===== src/rtl/sha256_msg_sched.sv =====
// SHA-256 message-schedule generator.
// Takes one 512-bit block as 16 serial 32-bit words (M[0] first) and streams
// out W[0..63] one word per handshake. A 16-word sliding window holds
// W[idx..idx+15]. Each emitted word makes room for the next expanded word,
// so only one sigma/adder datapath is needed and no 64-word store exists.
module sha256_msg_sched #(
  parameter int NUM_ROUNDS = 64
) (
  input  logic        clk,
  input  logic        rst,
  input  logic        blk_valid,
  output logic        blk_ready,
  input  logic [31:0] blk_word,
  output logic        w_valid,
  input  logic        w_ready,
  output logic [31:0] w_word,
  output logic [5:0]  w_idx,
  output logic        w_last,
  output logic        busy
);

  localparam logic [5:0] LAST_IDX     = 6'(NUM_ROUNDS - 1);
  localparam logic [5:0] PRE_LAST_IDX = 6'(NUM_ROUNDS - 2);

  typedef enum logic {
    LOAD,
    EMIT
  } state_t;

  state_t      state;
  logic [3:0]  load_cnt;
  logic [5:0]  idx;
  logic [31:0] win [16];

  logic        load_fire;
  logic        emit_fire;
  logic [31:0] sig0;
  logic [31:0] sig1;
  logic [31:0] next_word;
  logic [31:0] shift_in;

  // Small sigma functions from the SHA-256 schedule recurrence.
  function automatic logic [31:0] small_sigma0(input logic [31:0] x);
    small_sigma0 = {x[6:0], x[31:7]} ^ {x[17:0], x[31:18]} ^ (x >> 3);
  endfunction

  function automatic logic [31:0] small_sigma1(input logic [31:0] x);
    small_sigma1 = {x[16:0], x[31:17]} ^ {x[18:0], x[31:19]} ^ (x >> 10);
  endfunction

  // blk_ready and w_valid are registered and mirror the state, so the
  // handshakes can be qualified directly with them.
  assign load_fire = blk_valid & blk_ready;
  assign emit_fire = w_valid & w_ready;

  // Expansion of the word that enters the window when the oldest one leaves.
  assign sig0      = small_sigma0(win[1]);
  assign sig1      = small_sigma1(win[14]);
  assign next_word = sig1 + win[9] + sig0 + win[0];
  assign shift_in  = (state == LOAD) ? blk_word : next_word;

  assign w_idx = idx;
  assign busy  = (state != LOAD) || (load_cnt != 4'd0);

  // Sliding window: shifts toward win[0] on every accepted input or output
  // word; contents after reset are irrelevant, so the window is not reset.
  always_ff @(posedge clk) begin
    if (load_fire || emit_fire) begin
      for (int i = 0; i < 15; i++) begin
        win[i] <= win[i + 1];
      end
      win[15] <= shift_in;
    end
  end

  // Control FSM with registered handshake flags and output word/index.
  always_ff @(posedge clk) begin
    if (rst) begin
      state     <= LOAD;
      load_cnt  <= 4'd0;
      idx       <= 6'd0;
      blk_ready <= 1'b1;
      w_valid   <= 1'b0;
      w_word    <= 32'd0;
      w_last    <= 1'b0;
    end else begin
      case (state)
        LOAD: begin
          if (load_fire) begin
            load_cnt <= load_cnt + 4'd1;
            if (load_cnt == 4'd15) begin
              state     <= EMIT;
              blk_ready <= 1'b0;
              w_valid   <= 1'b1;
              w_word    <= win[1];
              idx       <= 6'd0;
              w_last    <= 1'b0;
            end
          end
        end
        EMIT: begin
          if (emit_fire) begin
            if (idx == LAST_IDX) begin
              state     <= LOAD;
              load_cnt  <= 4'd0;
              idx       <= 6'd0;
              blk_ready <= 1'b1;
              w_valid   <= 1'b0;
              w_word    <= 32'd0;
              w_last    <= 1'b0;
            end else begin
              idx    <= idx + 6'd1;
              w_word <= win[1];
              w_last <= (idx == PRE_LAST_IDX);
            end
          end
        end
        default: begin
          state     <= LOAD;
          load_cnt  <= 4'd0;
          idx       <= 6'd0;
          blk_ready <= 1'b1;
          w_valid   <= 1'b0;
          w_word    <= 32'd0;
          w_last    <= 1'b0;
        end
      endcase
    end
  end

endmodule


===== config.mk =====
export PLATFORM = sky130hd
export DESIGN_NAME = sha256_msg_sched
export DESIGN_NICKNAME = d
export VERILOG_FILES = /design/src/rtl/sha256_msg_sched.sv
export SDC_FILE = /design/constraint.sdc
export NUM_CORES = 1
export LEC_CHECK = 0
export ABC_AREA = 1
export BUFFER_PORTS_ARGS = -buffer_cell sky130_fd_sc_hd__buf_2
export CORE_UTILIZATION = 66
export DETAILED_ROUTE_END_ITERATION = 8
export PLACE_DENSITY = 0.8
export SYNTH_ARGS = -nofsm -noshare
export SYNTH_HDL_FRONTEND = slang
export SYNTH_SLANG_ARGS = --single-unit

===== constraint.sdc =====
create_clock -name clk -period 22.5 [get_ports clk]
set_input_delay 0 -clock clk [delete_from_list [all_inputs] [get_ports clk]]
set_output_delay 0 -clock clk [all_outputs]
set_load 0.01 [all_outputs]

==> impl_metrics.ini <==
[run_status]
status = complete, no violations

[clock_network]
cts_sinks = 558
clock-root-buffer = clkbuf_16
cts-htree-levels = 2
cts_made_buffers = 53
post_cts_buffers = 0
clock_latency_ps = 620
clkTransAtPathRegs_ps = 60
cts_resized = 0
cts_tree = yes
clockBufferDepth = 3

[floorplan]
die_area_mm2 = 0.03530
row_count = 67
die_y_um = 187.9
initial_core_util_pct = 67.51
core_area_mm2 = 0.03378
fp.dieW_um = 187.9
ioPinCount = 78

[global_routing]
antenna_found_initial = 3
grt_pass1_vias = 13720
overflow = 0
grt.total_usage_pct = 34.58
grt_max_degree = 212
grt_pass1_wl_um = 86170

[placed_design]
pre_cts_ws_ps = 18130
gp_congestion = 0.9410
io_buffers = 77
hpwl_um = 38690

[power]
leakagePower_nw = 10.45
power.density_mw_per_mm2 = 112.3
power_mw = 2.902
peakVddDrop_mv = 0.1259

[sta]
finalSetupViolations = 0
hold_slack_ps = 237.8
finalMaxSlewViolations = 0
fmax_ghz = 0.2204
setup_ws_ps = 17960
max_slew_margin_pct = 10.54
timing.final.crit_period_ps = 4537
worstMarginPinSlew_ps = 1340
rsz0062_at_grt = no
clock_skew_ps = 36.25
period_share_pct = 20.17
fin_setup_tns_ps = 0
hold_viol = 0

[logic_synthesis]
synth_top_area_share_pct = 67.41
ys_warn_count = 0
synthCells = 1650
synth_cell_types = 36
seq_area_frac_synth_pct = 71.45
synth_seq_cells = 558
yosysTopAreaCell = edfxtp_1
syn-num-nets = 1783
syn_area_mm2 = 0.02281
avgSynthCellArea_um2 = 13.82
synth.area.top_cells = edfxtp_1 (67%), fa_1 (5.4%), nand2_1 (5.2%), inv_1 (4.6%), dfxtp_1 (4.0%)

[min_path]
min_path_type = input port to flop

[setup_path]
worstPathArrival_ps = 4860
start_kind = flop
cp-end-kind = flop
path_max_fanout = 5
cp.required_ps = 22830
crit_type = flop to flop

[cells_and_area]
fill_cells = 1916
final_cell_mix = edfxtp_1 (512), nand2_1 (317), inv_1 (277)
fin_nets = 1935
area_delta_synth_final_pct = 13.28
layout_commonest_cell = edfxtp_1
drive_gt1_share_pct = 10.24

[routing]
dr.pass1.iters = 6
drt_iter0_markers = 1682
ant_nets = 0
drc = 0
wl_per_cell_um = 25.78
via_per_inst = 5.847
via_count = 13420
routed_wl_um = 59180

[run]
maxCapViolations = 0
sequential cells by signal, indices dropped and copies added (netlist names):
| signal | cells |
|---|---|
| w_valid | 1 |
| w_last | 1 |
| load_cnt | 4 |
| w_word | 32 |
| blk_ready | 1 |
| w_idx | 6 |
| win | 512 |
| state | 1 |
report_power, final:
group          leakage (nW)  internal [mW]  switching [mW]
Clock                 0.868          0.522           0.393
Combinational          4.20          0.242           0.510
Sequential             5.38           1.19          0.0409
cell type report:
cell class                 count  area (um^2)  area share [%]
multi-input combinational    791         5349           20.70
clock buffer                  76         1493           5.778
sequential                   558        16300           63.08
antenna                        1        2.502        0.009686
tap                          448        560.5           2.170
clock inverter                23        290.3           1.124
timing repair buffer         118        793.3           3.071
inverter                     280         1051           4.068
cell usage after synthesis:
| cell | n |
|---|---|
| nand3b_1 | 8 |
| o21bai_1 | 4 |
| ha_1 | 35 |
| o31ai_1 | 1 |
| buf_6 | 1 |
| xnor2_1 | 88 |
| buf_12 | 1 |
| nand3_1 | 62 |
| fa_1 | 62 |
| nand4_2 | 1 |
| nor2_4 | 3 |
| clkbuf_1 | 8 |
| o21ai_0 | 16 |
| and2_1 | 1 |
| xor2_1 | 42 |
| nand2_2 | 7 |
| inv_2 | 3 |
| inv_1 | 277 |
| nor3_2 | 1 |
| a21oi_1 | 60 |
| dfxtp_1 | 46 |
| or2_1 | 1 |
| nor3_1 | 5 |
| o22ai_1 | 2 |
| nand2_4 | 1 |
| nand3_2 | 10 |
| buf_4 | 1 |
| edfxtp_1 | 512 |
| nand4_4 | 1 |
| nand4_1 | 5 |
| nor2_1 | 50 |
| nand2_1 | 318 |
| nor2_2 | 2 |
| o21ai_1 | 4 |
| buf_2 | 10 |
| o21a_1 | 1 |
per-stage QoR:
step | instance area [um^2] | instances | util (%)
2_1_floorplan | 22810 | 1650 | -
3_3_place_gp | 23700 | 2160 | 70.15
3_5_place_dp | 23700 | 2160 | 70.15
4_1_cts | 25830 | 2294 | 76.46
5_1_grt | 25830 | 2294 | 76.46
6_report | 25830 | 2295 | 76.47
critical path, stage by stage, from the launching register on:
cell and delay [ps]:
edfxtp_1 630, xnor2_1 240, xnor2_1 360, fa_1 490, inv_1 130, fa_1 430, inv_1 100, ha_1 270
inv_1 80, fa_1 360, inv_1 110, nand2_1 70, nand3_1 240, nand2_1 90, nand2_1 130, nand3_1 110
nand2_1 100, nand2_1 50, nand3_1 170, nand2_1 110
worst paths after layout:
check	startpoint	endpoint	slack (ps)	cells after the start
setup reg to reg	win[0][51]	win[1][243]	17960	19
setup / recovery	win[0][51]	win[1][243]	17960	19
hold reg to reg	win[1][77]	win[1][45]	390	0
hold / removal	blk_word[31]	win[1][255]	240	4
routing by layer:
layer	vias to the layer above	global-route usage [%]	wire (um)	share of wire, %
li1	5770	-	-	-
met1	6444	43.57	21250	36
met2	967	55.91	27760	47
met3	236	7.243	6263	11
met4	2	20.48	3894	6.6
met5	-	0	9	0.015
logic make-up after synthesis:
family                     share of synthesized area (%)
buffers and inverters                              5.130
xor gates and xnor gates                           4.992
AOI/OAI and AO/OA                                  2.008
DFF                                                71.45
and+or+nand+nor                                    9.057
adders and majority gates                          7.362
repair_timing:
item,4_1_cts,5_1_grt
setup endpoints to repair,0,0
hold endpoints to repair,57,0
hold buffers,35,0
Note: power is estimated with default switching activity, not from simulation.
